--- src/rtl/multi_channel_sample_if.sv ---
// multi_channel_sample_if
//   Bus bundle for the multi-channel logic-analyser sampler.
//   master : the capture controller. It drives ch_in, smpl_en, run and slide,
//            and it receives the packed history and the status pulses.
//   slave  : the sampler itself (multi_channel_sample).
//   Signals:
//     ch_in     [NUM_CH]       raw asynchronous channel inputs
//     smpl_en                  one-clk sample strobe
//     run                      capture enable
//     slide                    0 = block packets, 1 = sliding window
//     smpl      [NUM_CH*DEPTH] packed history word, newest sample in MS group
//     smpl_vld                 one-clk pulse when smpl holds a new packet
//     ch_rise   [NUM_CH]       per-channel 0->1 pulse between samples
//     ch_fall   [NUM_CH]       per-channel 1->0 pulse between samples
//     ch_oldest [NUM_CH]       oldest history stage per channel
interface multi_channel_sample_if #(
  parameter int NUM_CH = 2,
  parameter int DEPTH  = 4
);
  logic [NUM_CH-1:0]       ch_in;
  logic                    smpl_en;
  logic                    run;
  logic                    slide;
  logic [NUM_CH*DEPTH-1:0] smpl;
  logic                    smpl_vld;
  logic [NUM_CH-1:0]       ch_rise;
  logic [NUM_CH-1:0]       ch_fall;
  logic [NUM_CH-1:0]       ch_oldest;

  modport master (
    output ch_in, smpl_en, run, slide,
    input  smpl, smpl_vld, ch_rise, ch_fall, ch_oldest
  );

  modport slave (
    input  ch_in, smpl_en, run, slide,
    output smpl, smpl_vld, ch_rise, ch_fall, ch_oldest
  );
endinterface

--- src/rtl/multi_channel_sample.sv ---
// multi_channel_sample
//   Synchronises NUM_CH asynchronous logic-analyser inputs into clk. It keeps
//   a DEPTH-deep history per channel, which shifts on smpl_en while run is
//   high. The history is emitted as packed words with a valid pulse, in block
//   or sliding mode. The sampler also flags per-channel rising and falling
//   edges between consecutive samples.
//   Ports:
//     clk    system clock, all logic on posedge
//     rst_n  asynchronous active-low reset
//     bus    multi_channel_sample_if.slave. It carries ch_in, smpl_en, run and
//            slide into the block, and smpl, smpl_vld, ch_rise, ch_fall and
//            ch_oldest out of it.
module multi_channel_sample #(
  parameter int NUM_CH      = 2,
  parameter int DEPTH       = 4,
  parameter int SYNC_STAGES = 2
) (
  input  logic                   clk,
  input  logic                   rst_n,
  multi_channel_sample_if.slave  bus
);

  localparam int CW = $clog2(DEPTH + 1);

  logic [NUM_CH-1:0]       sync_q   [SYNC_STAGES];
  logic [NUM_CH-1:0]       s;
  logic [NUM_CH-1:0]       hist     [DEPTH];
  logic [NUM_CH-1:0]       hist_nxt [DEPTH];
  logic [NUM_CH*DEPTH-1:0] smpl_q;
  logic [NUM_CH*DEPTH-1:0] smpl_nxt;
  logic                    vld_q;
  logic [NUM_CH-1:0]       rise_q;
  logic [NUM_CH-1:0]       fall_q;
  logic [CW-1:0]           pack_cnt;
  logic [CW-1:0]           fill_cnt;
  logic [CW-1:0]           fill_nxt;
  logic                    have_prev;
  logic                    pack_wrap;

  // Synchroniser runs every clk, independent of run/smpl_en.
  always_ff @(posedge clk or negedge rst_n) begin
    if (!rst_n) begin
      for (int unsigned i = 0; i < SYNC_STAGES; i++) sync_q[i] <= '0;
    end else begin
      sync_q[0] <= bus.ch_in;
      for (int unsigned i = 1; i < SYNC_STAGES; i++) sync_q[i] <= sync_q[i-1];
    end
  end

  assign s = sync_q[SYNC_STAGES-1];

  // Next history and its packed form. The packed word is registered from
  // hist_nxt so that smpl changes on the same edge as the history.
  always_comb begin
    hist_nxt[0] = s;
    for (int unsigned d = 1; d < DEPTH; d++) hist_nxt[d] = hist[d-1];
  end

  always_comb begin
    smpl_nxt = '0;
    for (int unsigned d = 0; d < DEPTH; d++)
      for (int unsigned c = 0; c < NUM_CH; c++)
        smpl_nxt[(DEPTH-1-d)*NUM_CH + c] = hist_nxt[d][c];
  end

  assign pack_wrap = (pack_cnt == CW'(DEPTH - 1));
  assign fill_nxt  = (fill_cnt == CW'(DEPTH)) ? fill_cnt : fill_cnt + 1'b1;

  always_ff @(posedge clk or negedge rst_n) begin
    if (!rst_n) begin
      for (int unsigned d = 0; d < DEPTH; d++) hist[d] <= '0;
      smpl_q    <= '0;
      vld_q     <= 1'b0;
      rise_q    <= '0;
      fall_q    <= '0;
      pack_cnt  <= '0;
      fill_cnt  <= '0;
      have_prev <= 1'b0;
    end else if (!bus.run) begin
      // Idle: the history and smpl hold, and the packet state restarts.
      vld_q     <= 1'b0;
      rise_q    <= '0;
      fall_q    <= '0;
      pack_cnt  <= '0;
      fill_cnt  <= '0;
      have_prev <= 1'b0;
    end else if (bus.smpl_en) begin
      for (int unsigned d = 0; d < DEPTH; d++) hist[d] <= hist_nxt[d];
      smpl_q    <= smpl_nxt;
      pack_cnt  <= pack_wrap ? '0 : pack_cnt + 1'b1;
      fill_cnt  <= fill_nxt;
      have_prev <= 1'b1;
      vld_q     <= bus.slide ? (fill_nxt == CW'(DEPTH)) : pack_wrap;
      rise_q    <= have_prev ? (s & ~hist[0]) : '0;
      fall_q    <= have_prev ? (~s & hist[0]) : '0;
    end else begin
      vld_q  <= 1'b0;
      rise_q <= '0;
      fall_q <= '0;
    end
  end

  assign bus.smpl      = smpl_q;
  assign bus.smpl_vld  = vld_q;
  assign bus.ch_rise   = rise_q;
  assign bus.ch_fall   = fall_q;
  assign bus.ch_oldest = hist[DEPTH-1];

endmodule

--- src/flat_wrapper.sv ---
// flat-port wrapper written by rule: the top's interface ports become plain ports
module multi_channel_sample_flat 
#(
  parameter int NUM_CH      = 2,
  parameter int DEPTH       = 4,
  parameter int SYNC_STAGES = 2
)
  (clk, rst_n, bus_ch_in, bus_smpl_en, bus_run, bus_slide, bus_smpl, bus_smpl_vld, bus_ch_rise, bus_ch_fall, bus_ch_oldest);
  multi_channel_sample_if #(.NUM_CH(NUM_CH), .DEPTH(DEPTH)) bus_i ();
  input  logic clk;
  input  logic rst_n;
  input wire logic [$bits(bus_i.ch_in)-1:0] bus_ch_in;
  input wire logic [$bits(bus_i.smpl_en)-1:0] bus_smpl_en;
  input wire logic [$bits(bus_i.run)-1:0] bus_run;
  input wire logic [$bits(bus_i.slide)-1:0] bus_slide;
  output wire logic [$bits(bus_i.smpl)-1:0] bus_smpl;
  output wire logic [$bits(bus_i.smpl_vld)-1:0] bus_smpl_vld;
  output wire logic [$bits(bus_i.ch_rise)-1:0] bus_ch_rise;
  output wire logic [$bits(bus_i.ch_fall)-1:0] bus_ch_fall;
  output wire logic [$bits(bus_i.ch_oldest)-1:0] bus_ch_oldest;
  assign bus_i.ch_in = bus_ch_in;
  assign bus_i.smpl_en = bus_smpl_en;
  assign bus_i.run = bus_run;
  assign bus_i.slide = bus_slide;
  assign bus_smpl = bus_i.smpl;
  assign bus_smpl_vld = bus_i.smpl_vld;
  assign bus_ch_rise = bus_i.ch_rise;
  assign bus_ch_fall = bus_i.ch_fall;
  assign bus_ch_oldest = bus_i.ch_oldest;
  multi_channel_sample #(.NUM_CH(NUM_CH), .DEPTH(DEPTH), .SYNC_STAGES(SYNC_STAGES)) u_core (.clk(clk), .rst_n(rst_n), .bus(bus_i));
endmodule
--- config.mk ---
export PLATFORM = sky130hd
export DESIGN_NAME = multi_channel_sample_flat
export DESIGN_NICKNAME = d
export VERILOG_FILES = /design/src/rtl/multi_channel_sample_if.sv /design/src/rtl/multi_channel_sample.sv /design/src/flat_wrapper.sv
export SDC_FILE = /design/constraint.sdc
export NUM_CORES = 1
export LEC_CHECK = 0
export ABC_AREA = 1
export BUFFER_PORTS_ARGS = -buffer_cell sky130_fd_sc_hd__buf_2
export CORE_MARGIN = 2
export CORE_UTILIZATION = 45
export CTS_BUF_LIST = sky130_fd_sc_hd__clkbuf_2
export DETAILED_ROUTE_END_ITERATION = 16
export MAX_ROUTING_LAYER = met4
export PLACE_DENSITY = 0.69
export SLEW_MARGIN = 10
export SYNTH_ARGS = -nofsm -noshare
export SYNTH_HDL_FRONTEND = slang
export SYNTH_SLANG_ARGS = --single-unit
--- constraint.sdc ---
create_clock -name clk -period 2.7 [get_ports clk]
set_input_delay 0.27 -clock clk [delete_from_list [all_inputs] [get_ports clk]]
set_output_delay 0.27 -clock clk [all_outputs]
set_load 0.03 [all_outputs]
==> results of run 1 <==
area by class of cell:
cell class / count / area, um2 / area share, %
Sequential cell: 24 / 601 / 54.5
Multi-Input combinational cell: 56 / 265 / 24.1
Timing Repair Buffer: 24 / 135 / 12.3
Inverter: 13 / 48.8 / 4.43
Tap cell: 27 / 33.8 / 3.06
Clock buffer: 3 / 15.0 / 1.36
Clock inverter: 1 / 3.75 / 0.341
sequential cells by signal, indices dropped and copies added (netlist names):
signal	count
u_core.bus.ch_fall	2
u_core.have_prev	1
u_core.sync_q	2
u_core.bus.smpl_vld	1
u_core.bus.ch_rise	2
u_core.fill_cnt	3
u_core.s	2
u_core.pack_cnt	3
u_core.bus.smpl	8
layer usage:
layer	GRT usage (%)	vias up
li1	-	349
met1	17.5	328
met2	25.3	20
met3	2.73	2
met4	5.56	0
met5	-	-
synthesized netlist by cell type:
library cell   n
nand3_1        4
inv_2          1
buf_6          1
nor2_1         4
o22ai_1        2
a21oi_1        3
inv_1         12
o21ai_0        5
nor3_1         4
buf_4          2
a211oi_1       1
buf_2          1
dfrtp_1       24
nand2_1       30
ha_1           3
metrics by stage:
step | util [%] | power [mW]
after floorplan | - | 0.549
after global placement | 53.2 | 0.591
after detailed placement | 53.2 | 0.596
after CTS | 54.6 | 0.731
after global routing | 55.6 | 0.773
final | 55.6 | 0.728
power groups by stage:
| stage | clock network (mW) | logic [mW] | registers, mW |
|---|---|---|---|
| 3_5_place_dp | 0 | 0.163 | 0.433 |
| 4_1_cts | 0.140 | 0.164 | 0.426 |
| 2_1_floorplan | 0 | 0.0777 | 0.471 |
| 6_report | 0.135 | 0.165 | 0.427 |
| 5_1_grt | 0.158 | 0.183 | 0.431 |
| 3_3_place_gp | 0 | 0.160 | 0.431 |
logic make-up after synthesis:
family / after synthesis / synth area share, %
AND/OR/NAND/NOR: 42 / 17.7
flip-flops: 24 / 63.5
buffers and inverters: 17 / 8.46
AO/OA/AOI/OAI: 11 / 6.35
adder cells (fa/ha/maj): 3 / 3.97
worst max-delay path by stage:
stage / slack (ns) / endpoint / start / depth (start not counted)
final: 1.44 / bus_smpl[7] / u_core.bus.smpl[7]$_DFFE_PN0P_ / 1
after global routing: 1.36 / bus_smpl[7] / u_core.bus.smpl[7]$_DFFE_PN0P_ / 1
after CTS: 1.43 / bus_smpl[6] / u_core.bus.smpl[6]$_DFFE_PN0P_ / 1
after detailed placement: 1.47 / u_core.bus.smpl_vld$_DFF_PN0_ / bus_run / 7
after global placement: 1.53 / u_core.bus.smpl_vld$_DFF_PN0_ / bus_run / 7
after floorplan: 1.64 / u_core.bus.smpl_vld$_DFF_PN0_ / u_core.fill_cnt[0]$_DFFE_PN0P_ / 8
worst reg2reg max path, stage by stage, from the launching register on:
cell and delay (ns):
dfrtp_1 0.41, inv_1 0.07, ha_1 0.22, inv_1 0.06, nand2_1 0.04, nor2_1 0.13, nor2_1 0.05, nand2_1 0.06
nand2_1 0.04
==> results.py, run 1 <==
metrics = {
    "clock_tree": {
        "htree_levels": 1,
        "clock_path_buffers": 2,
        "clkSinkCount": 24,
        "postCtsSetupBuffers": 0,
        "cts-resized-gates": 0,
        "cts_hold_buf": 1,
        "cts_root_buf": "clkbuf_2",
        "tritoncts": "done",
        "cts_buffers": 3,
        "insertion_delay_ns": 0.33,
        "clk_pin_slew_ns": 0.22,
    },
    "routing": {
        "antenna_left": 0,
        "drt_iter0_markers": 6,
        "routed.top_layer": "met4",
        "met2_length_um": 817,
        "drt-pass1-iter-count": 4,
        "drcViolationCount": 0,
        "wirelength_mm": 1.66,
        "dr_wl_met3_um": 85,
        "wl_met1_um": 745,
        "viasPerCell": 4.72,
        "wire_per_inst_um": 11.2,
        "vias": 699,
    },
    "placement": {
        "dp_hpwl_mm": 1.18,
        "io_buffers": 21,
        "pre_cts_slack_ns": 1.47,
        "gp_congestion": 0.767,
        "place_inst": 141,
        "place_area_um2": 1050,
    },
    "power_and_ir_drop": {
        "clkPwrFrac_pct": 18.6,
        "swShare_pct": 33.9,
        "p_per_area_nw_per_um2": 660,
        "power.switching_mw": 0.247,
        "leakage_nw": 0.613,
        "power_frac_comb_pct": 22.7,
        "p_seq_share_pct": 58.7,
        "internal_power_mw": 0.481,
        "ir_drop_uv": 366,
    },
    "worst_hold_path": {
        "hold_path.class": "input port to flop",
        "hold-path-endpoint": "u_core.pack_cnt[2]$_DFFE_PN0P_",
        "min-delay-start": "bus_smpl_en",
        "hold_depth": 2,
    },
    "synthesis": {
        "synth_fp_nets": 107,
        "ys_seq_area_share_pct": 63.5,
        "post-synth-top-area-fraction_pct": 63.5,
        "synthTopCellsByArea": "dfrtp_1 (63%), nand2_1 (12%), inv_1 (4.8%)",
        "synth_area_leader_cell": "dfrtp_1",
        "yosys_warnings": 0,
        "yosys_register_bits": 24,
        "syn_inst": 97,
        "syn_avg_cell_area_um2": 9.75,
        "synth.distinct_cells": 15,
        "synth_area_um2": 946,
    },
    "floorplanning": {
        "die_h_um": 49.8,
        "start_util_pct": 47.7,
        "coreArea_um2": 1980,
        "rows": 16,
        "boundaryPins": 22,
        "die_x_um": 49.8,
        "die_area_um2": 2480,
    },
    "final_layout": {
        "fin_cells": 148,
        "layout_commonest_cell": "nand2_1",
        "final_layout_size_suffix_gt1_share_pct": 20.7,
        "layout.nets": 132,
        "n_antenna_cell": 0,
        "final_cell_mix": "nand2_1 (30), dfrtp_1 (24), buf_2 (21)",
        "area_delta_synth_final_pct": 16.5,
        "fillers": 190,
        "finish.instance_area_um2": 1100,
    },
    "global_route": {
        "antenna_found_initial": 0,
        "track_usage_pct": 14.9,
        "grt_max_degree": 25,
        "grt_pass1_wl_mm": 2.75,
        "grt_pass1_vias": 649,
        "grt_overflow": 0,
    },
    "setup_path": {
        "arrival_ns": 0.99,
        "cp_data_required_time_ns": 2.43,
        "end_kind": "output port",
        "r2r_cells": 8,
        "cp-start-kind": "flop",
        "cp_num_buf_inv": 1,
        "crit_path_top_delay_cell": "dfrtp_1",
        "path_cells": "buf_2",
        "cpPeakStageDelay_ns": 0.45,
        "crit_family": "flip-flops",
        "regToRegSetupSlack_ns": 1.53,
        "r2r-start": "u_core.fill_cnt[0]$_DFFE_PN0P_",
        "timing.rr.end": "u_core.bus.smpl_vld$_DFF_PN0_",
        "worst-setup-path-type": "flop to output port",
        "cp_max_fo": 4,
    },
    "timing": {
        "final_hold_viol_count": 0,
        "final_max_slew_viol_count": 0,
        "hold_ws_ns": 0.110,
        "slew_headroom_pct": 65.8,
        "fin_crit_ns": 1.26,
        "period_share_pct": 46.8,
        "clock_skew_ns": 0.00596,
        "rsz0062_at_grt": "no",
        "final.setup.tns_ns": 0,
        "setup_viol": 0,
        "max_freq_mhz": 791,
        "setup_ws_ns": 1.44,
        "worst_slew_pin_slew_ns": 0.513,
    },
    "run": {
        "max_cap_violations": 0,
    },
    "status": {
        "status": "complete, no violations",
    },
}
No activity file was read; power rests on OpenSTA's default activity.
==> inputs of run 2 (changes only) <==
--- a/config.mk
+++ b/config.mk
@@ -12,7 +12,7 @@
 export CTS_BUF_LIST = sky130_fd_sc_hd__clkbuf_2
 export DETAILED_ROUTE_END_ITERATION = 16
 export MAX_ROUTING_LAYER = met4
-export PLACE_DENSITY = 0.69
+export PLACE_DENSITY = 0.71
 export SLEW_MARGIN = 10
 export SYNTH_ARGS = -nofsm -noshare
 export SYNTH_HDL_FRONTEND = slang
==> constraint.sdc (replaced) <==
create_clock -name clk -period 1.05 [get_ports clk]
set_input_delay 0.105 -clock clk [delete_from_list [all_inputs] [get_ports clk]]
set_output_delay 0.105 -clock clk [all_outputs]
set_load 0.03 [all_outputs]
==> run 2 against run 1 <==
  * Via count rose by 11%
  * The run now ends with setup timing left
  * Worst setup slack worse by 1.5 ns
  * Global-route usage rose by 2.5 points
  * Combinational power grew to 3.8 times the previous value
==> results.py, run 2 (same netlist as run 1, synthesis figures left out) <==
metrics = {
    "timing": {
        "max_freq_mhz": 934,
        "slew_headroom_pct": 65.3,
        "hold_ws_ns": 0.0158,
        "final_max_slew_viol_count": 0,
        "worst_slew_pin_slew_ns": 0.520,
        "clock_skew_ns": 0.0116,
        "rsz0062_at_grt": "yes",
        "fin_crit_ns": 1.07,
        "setup_viol": 6,
        "final_hold_viol_count": 0,
        "setup_ws_ns": -0.0204,
        "period_share_pct": 102,
    },
    "placement": {
        "place_area_um2": 1080,
        "dp_hpwl_mm": 1.23,
        "io_buffers": 21,
        "gp_congestion": 0.716,
        "pre_cts_slack_ns": -0.0587,
    },
    "setup_path": {
        "arrival_ns": 1.33,
        "r2r_cells": 7,
        "cp_data_required_time_ns": 1.31,
        "crit_family": "flip-flops",
        "path_cells": "ha_1 -> inv_1 -> nand2_1 -> nand2_1 -> nor2_1 -> nand2_1 -> nand2_1",
        "worstSetupPathDepth": 7,
        "critPathMostFrequentCell": "nand2_1",
        "end_kind": "flop",
        "endpoint": "u_core.bus.smpl_vld$_DFF_PN0_",
        "cp-start-kind": "flop",
        "cpPeakStageDelay_ns": 0.45,
        "cp_num_buf_inv": 1,
        "r2r-start": "u_core.fill_cnt[0]$_DFFE_PN0P_",
        "crit_path_top_delay_cell": "dfrtp_1",
        "timing.rr.end": "u_core.bus.smpl_vld$_DFF_PN0_",
        "worst-setup-path-type": "flop to flop",
        "regToRegSetupSlack_ns": -0.02,
        "cp_max_fo": 3,
        "startpoint": "u_core.fill_cnt[0]$_DFFE_PN0P_",
    },
    "final_layout": {
        "area_delta_synth_final_pct": 41.9,
        "layout.nets": 144,
        "finish.instance_area_um2": 1340,
        "final_layout_size_suffix_gt1_share_pct": 33.1,
        "final_cell_mix": "nand2_1 (29), dfrtp_1 (24), buf_6 (15)",
        "n_antenna_cell": 0,
        "layout_commonest_cell": "nand2_1",
        "largest_register_ff_count": 8,
    },
    "clock_tree": {
        "clk_pin_slew_ns": 0.21,
        "insertion_delay_ns": 0.33,
        "clkSinkCount": 24,
        "cts_root_buf": "clkbuf_2",
        "cts_buffers": 3,
        "htree_levels": 1,
        "tritoncts": "done",
        "clock_path_buffers": 2,
    },
    "floorplanning": {
        "rows": 16,
        "boundaryPins": 22,
        "coreArea_um2": 1980,
        "start_util_pct": 47.7,
        "die_area_um2": 2480,
        "die_x_um": 49.8,
        "die_h_um": 49.8,
    },
    "routing": {
        "antenna_left": 0,
        "dr_wl_met3_um": 123,
        "vias": 776,
        "wire_per_inst_um": 12.0,
        "wirelength_mm": 1.93,
        "viasPerCell": 4.85,
        "drt-pass1-iter-count": 4,
        "drt_iter0_markers": 11,
        "drcViolationCount": 0,
        "met2_length_mm": 1.03,
        "routed.top_layer": "met4",
        "wl_met1_um": 757,
    },
    "power_and_ir_drop": {
        "power.total_mw": 2.31,
        "ir_drop_uv": 1170,
        "leakage_nw": 0.698,
        "p_per_area_nw_per_um2": 1720,
    },
    "worst_hold_path": {
        "hold_path.class": "input port to flop",
    },
    "run": {
        "max_cap_violations": 0,
    },
    "global_route": {
        "grt_overflow": 0,
        "antenna_found_initial": 0,
        "grt_pass1_vias": 784,
        "grt_pass1_wl_mm": 3.11,
        "grt_max_degree": 25,
        "track_usage_pct": 17.4,
    },
    "status": {
        "violations": "setup timing",
        "status": "finished, violations left",
    },
}
run 2: cell count changes in the layout (fill, tap and decap cells not counted), sizes merged:
cell and change:
dlygate4sd3 +2, bufinv +1, clkinv -1, buf +10
run 2: worst min-delay path, stage by stage:
cell	delay (ns)
buf_2	0.09
nor2_1	0.04
nand3_1	0.06
nand2_1	0.05
run 2: where the power goes:
group | total [mW] | leakage (nW) | switching [mW] | internal [mW]
logic | 0.624 | 0.360 | 0.335 | 0.288
clock network | 0.587 | 0.0266 | 0.259 | 0.329
registers | 1.10 | 0.311 | 0.0777 | 1.03
total | 2.31 | 0.698 | 0.672 | 1.64
run 2: worst min path at each step:
stage,start,end,slack (ns),depth (start not counted)
2_1_floorplan,rst_n,u_core.bus.ch_fall[0]$_DFF_PN0_,-0.19,0
3_3_place_gp,rst_n,u_core.fill_cnt[2]$_DFFE_PN0P_,0.11,1
3_5_place_dp,rst_n,u_core.bus.smpl[0]$_DFFE_PN0P_,0.11,1
4_1_cts,bus_slide,u_core.bus.smpl_vld$_DFF_PN0_,0.007,4
5_1_grt,bus_slide,u_core.bus.smpl_vld$_DFF_PN0_,0.002,4
6_report,bus_slide,u_core.bus.smpl_vld$_DFF_PN0_,0.02,4
run 2: per-stage QoR:
stage	std cells	TNS (ns)	utilization, %
3_5_place_dp	144	-0.0864	54.4
2_1_floorplan	97	0	-
5_1_grt	160	-0.852	67.7
4_1_cts	158	-0.0944	63.5
3_3_place_gp	144	-0.0280	54.4
6_report	160	-0.0439	67.7
run 2: metal layers:
metal | global-route usage [%] | up-vias
li1 | - | 377
met1 | 17.6 | 368
met2 | 30.4 | 29
met3 | 6.06 | 2
met4 | 6.94 | 0
met5 | - | -
run 2: area by class of cell:
cell class                 count  area [um2]
multi-input combinational     56         288
inverter                      13        51.3
timing repair buffer          36         324
fill                         143         639
clock inverter                 1        30.0
clock buffer                   3        15.0
tap                           27        33.8
sequential                    24         601
run 2: repair_timing:
action / in CTS / in global routing
endpoints found under the hold margin: 27 / 1
pin swaps: 5 / 1
hold buffers: 4 / 1
resized for setup: 17 / 30
buffers inserted: 6 / 1
endpoints found under the setup margin: 13 / 20
